--- config.mk ---
export PLATFORM = sky130hd
export DESIGN_NAME = apb_master_bridge
export DESIGN_NICKNAME = d
export VERILOG_FILES = /design/src/rtl/apb_pkg.sv /design/src/rtl/apb_watchdog.sv /design/src/rtl/apb_master_bridge.sv
export SDC_FILE = /design/constraint.sdc
export NUM_CORES = 1
export LEC_CHECK = 0
export CORE_ASPECT_RATIO = 1.75
export CORE_MARGIN = 4
export CORE_UTILIZATION = 42
export CTS_CLUSTER_SIZE = 12
export DETAILED_ROUTE_END_ITERATION = 10
export GPL_TIMING_DRIVEN = 0
export PLACE_DENSITY = 0.8
export SKIP_CTS_REPAIR_TIMING = 1
export SLEW_MARGIN = 20
export SYNTH_ARGS = -nofsm -noshare
export SYNTH_HDL_FRONTEND = slang
export SYNTH_SLANG_ARGS = --single-unit
--- constraint.sdc ---
create_clock -name pclk -period 2.75 [get_ports pclk]
set_clock_uncertainty 0.15 [all_clocks]
set_input_delay 0.55 -clock pclk [delete_from_list [all_inputs] [get_ports pclk]]
set_output_delay 0.55 -clock pclk [all_outputs]
set_load 0.05 [all_outputs]
--- src/rtl/apb_pkg.sv ---
// Shared APB definitions: bridge FSM states and the memory-map bases
// that the downstream address decoder uses.
package apb_pkg;

    typedef enum logic [1:0] {
        IDLE,
        SETUP,
        ACCESS,
        RESP
    } apb_state_t;

    localparam logic [31:0] SRAM_BASE = 32'h8000_0000;
    localparam logic [31:0] UART_BASE = 32'h1000_0000;
    localparam logic [31:0] UART_LAST = 32'h1200_0000;
    localparam logic [31:0] SYS_LAST  = 32'h0000_FFFF;

endpackage

--- src/rtl/apb_watchdog.sv ---
// ACCESS-phase watchdog: cleared before each transfer, counts enabled cycles
// and flags expiry on the TIMEOUT-th cycle of the wait.
module apb_watchdog
    import apb_pkg::*;
#(
    parameter int TIMEOUT = 1024
) (
    input  logic pclk,
    input  logic presetn,
    input  logic i_clear,
    input  logic i_enable,
    output logic o_expire
);

    localparam int CW = $clog2(TIMEOUT + 1);

    logic [CW-1:0] r_count;

    // Saturates at the expiry value so a stalled enable cannot wrap around.
    always_ff @(posedge pclk or negedge presetn) begin
        if (!presetn) begin
            r_count <= '0;
        end else if (i_clear) begin
            r_count <= '0;
        end else if (i_enable && !o_expire) begin
            r_count <= r_count + CW'(1);
        end
    end

    assign o_expire = (r_count == CW'(TIMEOUT - 1));

endmodule

--- src/rtl/apb_master_bridge.sv ---
// Single-outstanding bridge from the core valid/ready load/store port to an
// APB SETUP/ACCESS transfer, with a watchdog-bounded wait and a held response.
module apb_master_bridge
    import apb_pkg::*;
#(
    parameter int ADDR_WIDTH = 32,
    parameter int DATA_WIDTH = 32,
    parameter int TIMEOUT    = 1024
) (
    input  logic                    pclk,
    input  logic                    presetn,
    input  logic                    req_valid,
    output logic                    req_ready,
    input  logic [ADDR_WIDTH-1:0]   req_addr,
    input  logic [DATA_WIDTH-1:0]   req_wdata,
    input  logic                    req_write,
    input  logic [DATA_WIDTH/8-1:0] req_strb,
    output logic                    rsp_valid,
    input  logic                    rsp_ready,
    output logic [DATA_WIDTH-1:0]   rsp_rdata,
    output logic                    rsp_err,
    output logic [ADDR_WIDTH-1:0]   paddr,
    output logic [DATA_WIDTH-1:0]   pdata,
    output logic                    pwrite,
    output logic [DATA_WIDTH/8-1:0] pstb,
    output logic                    psel,
    output logic                    penable,
    input  logic [DATA_WIDTH-1:0]   prdata,
    input  logic                    pready,
    input  logic                    perr
);

    apb_state_t              r_state;
    logic                    r_reqReady;
    logic                    r_psel;
    logic                    r_penable;
    logic                    r_rspValid;
    logic                    r_rspErr;
    logic [DATA_WIDTH-1:0]   r_rspRdata;
    logic [ADDR_WIDTH-1:0]   r_addr;
    logic [DATA_WIDTH-1:0]   r_wdata;
    logic                    r_write;
    logic [DATA_WIDTH/8-1:0] r_strb;

    logic w_expire;
    logic w_timeout;
    logic w_done;

    apb_watchdog #(
        .TIMEOUT (TIMEOUT)
    ) u_watchdog (
        .pclk     (pclk),
        .presetn  (presetn),
        .i_clear  (r_state == SETUP),
        .i_enable (r_state == ACCESS),
        .o_expire (w_expire)
    );

    // Timeout only counts when the slave has not answered in the same cycle.
    assign w_timeout = w_expire && !pready && !perr;
    assign w_done    = pready || perr || w_timeout;

    always_ff @(posedge pclk or negedge presetn) begin
        if (!presetn) begin
            r_state    <= IDLE;
            r_reqReady <= 1'b1;
            r_psel     <= 1'b0;
            r_penable  <= 1'b0;
            r_rspValid <= 1'b0;
            r_rspErr   <= 1'b0;
            r_rspRdata <= '0;
            r_addr     <= '0;
            r_wdata    <= '0;
            r_write    <= 1'b0;
            r_strb     <= '0;
        end else begin
            case (r_state)
                IDLE: begin
                    if (req_valid) begin
                        r_addr     <= req_addr;
                        r_wdata    <= req_wdata;
                        r_write    <= req_write;
                        r_strb     <= req_write ? req_strb : '0;
                        r_reqReady <= 1'b0;
                        r_psel     <= 1'b1;
                        r_state    <= SETUP;
                    end
                end
                SETUP: begin
                    r_penable <= 1'b1;
                    r_state   <= ACCESS;
                end
                ACCESS: begin
                    if (w_done) begin
                        r_psel     <= 1'b0;
                        r_penable  <= 1'b0;
                        r_rspValid <= 1'b1;
                        r_rspErr   <= perr || w_timeout;
                        r_rspRdata <= (!r_write && !perr && !w_timeout) ? prdata : '0;
                        r_state    <= RESP;
                    end
                end
                RESP: begin
                    if (rsp_ready) begin
                        r_rspValid <= 1'b0;
                        r_reqReady <= 1'b1;
                        r_state    <= IDLE;
                    end
                end
                default: begin
                    r_state <= IDLE;
                end
            endcase
        end
    end

    assign req_ready = r_reqReady;
    assign rsp_valid = r_rspValid;
    assign rsp_err   = r_rspErr;
    assign rsp_rdata = r_rspRdata;
    assign paddr     = r_addr;
    assign pdata     = r_wdata;
    assign pwrite    = r_write;
    assign pstb      = r_strb;
    assign psel      = r_psel;
    assign penable   = r_penable;

endmodule

After elaboration in Yosys (flattened, before gate mapping)
Index checks and enable logic that the tools add are counted.

word-level totals
  output and inout port bits = 106
  register bits after elaboration = 119

operators by class
  mux-type cells = 18
  equal/unequal tests = 7
  reductions and logical operators = 26
  $add $sub $neg = 1

operators with widths
  cell                                                                     number
  32-bit 2-to-1 mux                                                        1
  11-bit 2-to-1 mux                                                        2
  3-bit AND reduction                                                      4
  11-bit by 1-bit adder with 11-bit output, second input constant          1
  11-bit by 10-bit equality test with 1-bit output, second input constant  1
  2-bit nonzero test                                                       5
  1-bit case mux with 2 select lines                                       4
  2-bit case mux with 4 select lines                                       1
  1-bit 2-to-1 mux                                                         6
  2-bit 2-to-1 mux                                                         3
  2-bit != test, second input constant                                     3
  2-bit AND reduction                                                      3
  1-bit logical AND                                                        5
  1-bit logical NOT                                                        5
  2-bit equality test, second input constant                               2
  4-bit 2-to-1 mux                                                         1
  1-bit logical OR                                                         3
  2-bit by 1-bit equality test with 1-bit output, second input constant    1
  2-bit logical NOT                                                        1

Longest topological paths before layout
Gate-level depths: netlist of run 1.

  depth after elaboration = 6
  gate-level depth with buffers = 8
  gate-level depth less buffers = 6

Hierarchy
A second synthesis of run 1 with hierarchy kept.

second synthesis, totals
  cell total of the unflattened synthesis = 402
  area total of the unflattened synthesis = 4997.3 µm²

modules (own cells, without submodules)
  module             sequential area each (µm²)  instances  area each (µm²)  cells an instance
  apb_master_bridge  2703.8                      1          4342.9           333
  apb_watchdog       275.3                       1          654.4            69

Worst setup path before layout of run 1
No wires, ideal clock.

  path kind = register to register
  start point = reg r_state[0]
  end point = reg r_rspRdata[15] (netlist: rsp_rdata[15])
  library setup time = 0.126 ns
  data required time = 2.474 ns
  data arrival time = 1.665 ns
  path buffers = 2
  cell stages (with the launch flop) = 8
  setup slack = 0.808 ns
  period minus slack after synthesis = 1.942 ns
  cells stage by stage = dfrtp_1 > inv_1 > ha_1 > nand4_2 > o31ai_2 > buf_4 > buf_2 > o21ai_0

on the way
  cells in the longest elaborated chain, start to end = 2

ends and longest elaborated chain
  what                           RTL line                 RTL
  from (decl)                    apb_master_bridge.sv:33  apb_state_t r_state;
  from (signal assigned)         apb_master_bridge.sv:65  r_state <= IDLE;
  from (signal assigned)         apb_master_bridge.sv:86  r_state <= SETUP;
  from (signal assigned)         apb_master_bridge.sv:91  r_state <= ACCESS;
  2-bit equality test            apb_master_bridge.sv:77  case (r_state)
  2-bit AND reduction (no line)  n/a
  to (signal assigned)           apb_master_bridge.sv:99  r_rspRdata <= (!r_write && !perr && !w_timeout) ? prdata : '0;
  to (decl)                      apb_master_bridge.sv:39  logic [DATA_WIDTH-1:0] r_rspRdata;

Every way passes these cells.
A chain may end at the register's enable or synchronous reset.

Worst setup path in the final report of run 1
  start point = reg r_reqReady (netlist: req_ready)
  end point = out req_ready

RTL lines
  what                    RTL line                  RTL
  from (decl)             apb_master_bridge.sv:34   logic r_reqReady;
  from (signal assigned)  apb_master_bridge.sv:66   r_reqReady <= 1'b1;
  from (signal assigned)  apb_master_bridge.sv:84   r_reqReady <= 1'b0;
  from (signal assigned)  apb_master_bridge.sv:106  r_reqReady <= 1'b1;
  to (decl)               apb_master_bridge.sv:13   output logic req_ready,

No word-level cell between the ends.

==> impl_metrics.csv, run 1 <==
group,metric,value,unit
setup_path,cp_max_fo,3,
setup_path,max_stage_delay,0.81,ns
route,drtIter0Drc,124,
floorplan,core,11500,um^2
timing,max_freq,410,MHz
logic_synthesis,synth_area_per_cell,12.6,um^2
finish,nNetsFinal,738,
clock_tree,clk_pin_slew_worst_paths,0.06,ns
route,avgViaCountPerCell,5.08,
grt,grt_usage,20.3,%
clock_tree,clk_latency,0.40,ns
setup_path,crit_type,"reg2out",
logic_synthesis,yosysMostFrequentCell,"dfrtp_1",
floorplan,io_pins,213,
logic_synthesis,synth-edff-count,0,
place,hpwl,10600,um
logic_synthesis,syn_nets,505,
timing,setup_violations,0,
setup_path,required,2.05,ns
route,wl_per_cell,18.0,um
setup_path,path_buf_inv,1,
logic_synthesis,synthArstFlopShare,100,%
finish,area_delta_synth_final,59.1,%
logic_synthesis,ys_seq_elements,119,
power_and_ir_drop,p_per_area,1450,nW/um^2
setup_path,endpoint_kind,"output port",
logic_synthesis,ys_types,43,
logic_synthesis,ys_warn_count,0,
setup_path,crit_chain,"clkdlybuf4s50_1",
timing,tightestPinTransition,0.569,ns
clock_tree,cts_sinks,119,
finish,drive_above_1_share,18.1,%
timing,hold_viol,0,
grt,antenna_found_initial,0,
setup_path,crit_family,"buffers and inverters",
logic_synthesis,synth_area_leaders,"dfrtp_1, mux2_2, o21ai_0",
clock_tree,cts-root-buf,"clkbuf_16",
route,vias,3919,
floorplan,start_util,42.8,%
route,ant_nets,0,
grt,grt_pass1_wl,21700,um
logic_synthesis,synth_cells,392,
setup_path,cp.arrival,1.74,ns
power_and_ir_drop,max-vdd-ir-drop,0.940,mV
logic_synthesis,yosysSeqAreaShare,60.4,%
timing,relSlewSlack,62.1,%
grt,grt_max_degree,83,
clock_tree,clock_path_buffers,2,
timing,drv_slew,0,
power_and_ir_drop,leakage,3.31,nW
finish,finalNonFillerCells,772,
timing,rsz0062_at_grt,"no",
status,run_status,"complete, no violations",
logic_synthesis,netlist_top_cells_count,"dfrtp_1, mux2_2, inv_1",
timing,worst_slack,0.308,ns
finish,antenna_cells,0,
place,dp_cells,740,
logic_synthesis,synth_top_area_cell,"dfrtp_1",
route,routed_wl,13900,um
timing,min_period_over_period,88.8,%
min_path,hold_class,"reg2reg",
clock_tree,htree_levels,4,
logic_synthesis,ys.flop_type,"dfrtp_1",
route,drc,0,
floorplan,die_w,89.9,um
logic_synthesis,synth.top_cell.area_share,59.9,%
place,dp_slack,0.0742,ns
clock_tree,cts_tree,"yes",
route,firstDrtPassIters,4,
grt,grt_pass1_vias,4324,
setup_path,crit_path_start_kind,"flop",
floorplan,dieArea,13600,um^2
flow_run,cap_violations,0,
place,gp_congestion,0.833,
floorplan,num_rows,52,
timing,holdWs,0.336,ns
place,io_buffers,212,
grt,grt_overflow,0,
floorplan,chipHeight,151,um
setup_path,crit_path_top_delay_cell,"clkdlybuf4s50_1",
clock_tree,cts_made_buffers,17,
logic_synthesis,syn_area,4930,um^2
timing,fin_crit,2.44,ns
==> final timing paths <==
| kind | cells past startpoint | start | to | slack [ns] |
|---|---|---|---|---|
| max | 1 | req_ready | req_ready | 0.31 |
| min | 2 | pstb[2] | pstb[2] | 0.34 |
| max reg2reg | 5 | r_state[0] | paddr[3] | 0.45 |
| min reg2reg | 2 | pstb[2] | pstb[2] | 0.34 |
| max in group asynchronous | 3 | presetn | u_watchdog.r_count[5] | 1.24 |
| min in group asynchronous | 2 | presetn | paddr[4] | 0.48 |
==> metrics by stage <==
step | setup TNS, ns | instance area, um^2 | util (%) | total power, mW
final | 0 | 7840 | 68.1 | 11.4
after floorplan | 0 | 4930 | - | 7.01
after detailed placement | 0 | 7250 | 62.9 | 9.24
after CTS | 0 | 7830 | 68.0 | 11.5
after global placement | -413.17 | 7220 | 62.7 | 9.09
after global routing | 0 | 7840 | 68.1 | 11.9
==> cell usage in the layout (no fill, tap or decap), types with 5 or more instances in the layout <==
| master | n |
|---|---|
| clkdlybuf4s50_1 | 211 |
| dfrtp_1 | 118 |
| mux2_2 | 65 |
| inv_1 | 42 |
| o21ai_0 | 37 |
| nand3_1 | 35 |
| clkbuf_16 | 17 |
| nand2_1 | 11 |
| clkbuf_1 | 10 |
| buf_6 | 8 |
| a21oi_1 | 8 |
| nor2_1 | 8 |
| ha_1 | 6 |
| o21ai_1 | 5 |
==> kinds of logic (layout without fill, tap and decap cells) <==
family	after synthesis	after routing	synth area share, %
AOI/OAI and AO/OA	66	66	8.40
xor gates and xnor gates	3	3	0.533
adders and majority gates	6	6	1.52
buffers and inverters	61	306	5.94
DFF	119	119	60.4
muxes	70	70	15.9
and+or+nand+nor	67	67	7.26
==> registers in the layout, summed over array words and instances (netlist names) <==
name / flops
pwrite: 1
penable: 1
psel: 1
rsp_valid: 1
paddr: 32
pstb: 4
pdata: 32
r_state: 2
rsp_err: 1
rsp_rdata: 32
req_ready: 1
u_watchdog.r_count: 11
==> final cells by class <==
cell class | instances | area [um^2]
Fill cell | 849 | 3680
Sequential cell | 119 | 2980
Timing Repair Buffer | 214 | 2160
Multi-Input combinational cell | 212 | 1660
Clock buffer | 21 | 460
Tap cell | 135 | 169
Inverter | 42 | 158
Buffer | 19 | 135
Clock inverter | 10 | 121
==> layer usage <==
layer / part of all wire [%] / up-vias / global-route usage (%)
met5: 0 / - / 0
met4: 3.0 / 0 / 9.28
met3: 5.7 / 29 / 6.71
met2: 57 / 145 / 38.7
met1: 34 / 1931 / 19.8
li1: - / 1814 / -
==> where the power goes <==
group	switching [mW]	internal (mW)	total (mW)
clock	0.781	1.38	2.16
sequential	0.449	2.56	3.01
combinational	3.97	2.21	6.18
total	5.20	6.16	11.4
(Power assumes the default switching activity.)
==> inputs of run 2 (changes only) <==
- CORE_UTILIZATION: 42 -> 44
- CTS_BUF_LIST: not set -> sky130_fd_sc_hd__clkbuf_4
- PLACE_DENSITY: 0.8 -> 0.83
==> run 2 against run 1 <==
Compared with the run above: global-route usage increased by 2.0 points; final cell count is 0.39% lower; sequential share of layout area rose by 1.5 points; non-clock buffer count unchanged.
==> impl_metrics.csv, run 2 (same netlist as run 1, synthesis figures left out) <==
group,metric,value,unit
timing,setup_tns,0,ns
setup_path,crit_path_start_kind,"flop",
finish,final_cell_mix,"clkdlybuf4s50_1, dfrtp_1, mux2_2",
setup_path,path_buf_inv,1,
timing,hold_viol,0,
route,vias,3951,
grt,grt_usage,22.3,%
route,avgViaCountPerCell,5.14,
finish,design_area,7550,um^2
floorplan,dieArea,13000,um^2
timing,fin_crit,2.56,ns
clock_tree,clk_latency,0.50,ns
clock_tree,clk_pin_slew_worst_paths,0.11,ns
clock_tree,cts_made_buffers,17,
timing,relSlewSlack,62.5,%
floorplan,io_pins,213,
setup_path,rr_worst_depth,7,
setup_path,crit_path_top_delay_cell,"clkdlybuf4s50_1",
route,firstDrtPassIters,4,
setup_path,cp-startpoint,"req_ready",
setup_path,rr_startpoint,"r_state[0]",
clock_tree,cts_sinks,119,
setup_path,max_stage_delay,0.80,ns
floorplan,die_w,88.0,um
place,hpwl,10900,um
setup_path,crit_type,"reg2out",
clock_tree,cts_tree,"yes",
floorplan,start_util,45.5,%
grt,antenna_found_initial,1,
grt,met1_usage,21.8,%
place,place_area,7240,um^2
status,run_status,"complete, no violations",
grt,grt_overflow,0,
floorplan,chipHeight,148,um
grt,top_usage_layer,"met2",
setup_path,required,2.05,ns
finish,nNetsFinal,738,
floorplan,core,10800,um^2
power_and_ir_drop,power,10.5,mW
setup_path,rrSetupSlack,0.37,ns
min_path,hold_class,"reg2reg",
place,io_buffers,212,
grt,grt_pass1_vias,4443,
finish,drive_above_1_share,18.0,%
route,drc,0,
min_path,min_to,"pstb[1]",
timing,max_freq,391,MHz
clock_tree,clock_path_buffers,2,
route,routed_wl,13900,um
route,ant_nets,0,
grt,grt_use_met2,38.9,%
min_path,hold_path.startpoint,"pstb[1]",
clock_tree,htree_levels,4,
timing,rsz0062_at_grt,"no",
setup_path,worst_r2r_endpoint,"rsp_rdata[20]",
route,drtIter0Drc,89,
timing,min_period_over_period,93.0,%
clock_tree,cts-root-buf,"clkbuf_4",
flow_run,cap_violations,0,
power_and_ir_drop,leakage,3.18,nW
grt,grt_pass1_wl,22100,um
finish,layout_commonest_cell,"clkdlybuf4s50_1",
timing,setup_violations,0,
power_and_ir_drop,p_per_area,1390,nW/um^2
setup_path,endpoint_kind,"output port",
finish,area_delta_synth_final,53.2,%
min_path,whs_path_depth,2,
timing,drv_slew,0,
route,wl_per_cell,18.1,um
timing,tightestPinTransition,0.562,ns
grt,grt.met3_usage,6.97,%
power_and_ir_drop,max-vdd-ir-drop,0.876,mV
setup_path,cp_max_fo,3,
setup_path,cp.arrival,1.86,ns
place,gp_congestion,0.800,
setup_path,crit_chain,"clkdlybuf4s50_1",
setup_path,crit_family,"buffers and inverters",
grt,grt_max_degree,66,
floorplan,num_rows,50,
-- run 2: cell count changes in the layout (fill, tap and decap cells not counted), sizes merged --
cell    change
clkinv      +5
clkbuf      -3
inv         -2
diode       +1
bufinv      +1
-- run 2: how the worst max path moves through the flow --
| stage | to | slack (ns) | depth (start not counted) |
|---|---|---|---|
| after global placement | paddr[12] | -3.47 | 1 |
| after global routing | req_ready | 0.10 | 1 |
| after CTS | req_ready | 0.14 | 1 |
| after floorplan | rsp_rdata[15] | 0.81 | 7 |
| after detailed placement | paddr[3] | 0.01 | 4 |
| final | req_ready | 0.19 | 1 |
-- run 2: final cells by class --
cell class,count,area (um^2)
clock buffer,18,135
buffer,19,135
clock inverter,14,159
fill,778,3270
timing repair buffer,214,2160
tap,130,163
sequential,119,2980
inverter,42,158
antenna,1,2.50
multi-input combinational,212,1660
-- run 2: metrics by stage --
step	std cells	hold slack [ns]	util (%)	setup WS, ns
final	769	0.352	69.7	0.191
after global routing	769	0.374	69.7	0.104
after detailed placement	735	0.328	66.9	0.0115
after CTS	767	-0.181	69.6	0.142
after global placement	734	0.316	66.6	-3.47
after floorplan	392	0.104	-	0.808
-- run 2: report_power, final --
part	internal [mW]	switching, mW	total (mW)
clock	0.630	0.659	1.29
combinational	2.22	3.99	6.21
sequential	2.55	0.441	2.99
total	5.40	5.09	10.5
-- run 2: routing by layer --
metal	up-vias	wire, um	share of wire [%]
li1	1815	-	-
met1	1933	4440	32
met2	148	7750	56
met3	55	863	6.2
met4	0	894	6.4
met5	-	0	0
-- run 2: worst register-to-register path, stage by stage, from the launching register on --
cell and delay, ns:
dfrtp_1 0.43, inv_1 0.11, ha_1 0.34, nand4_2 0.23, o31ai_2 0.39, buf_4 0.27, buf_2 0.23, o21ai_0 0.12
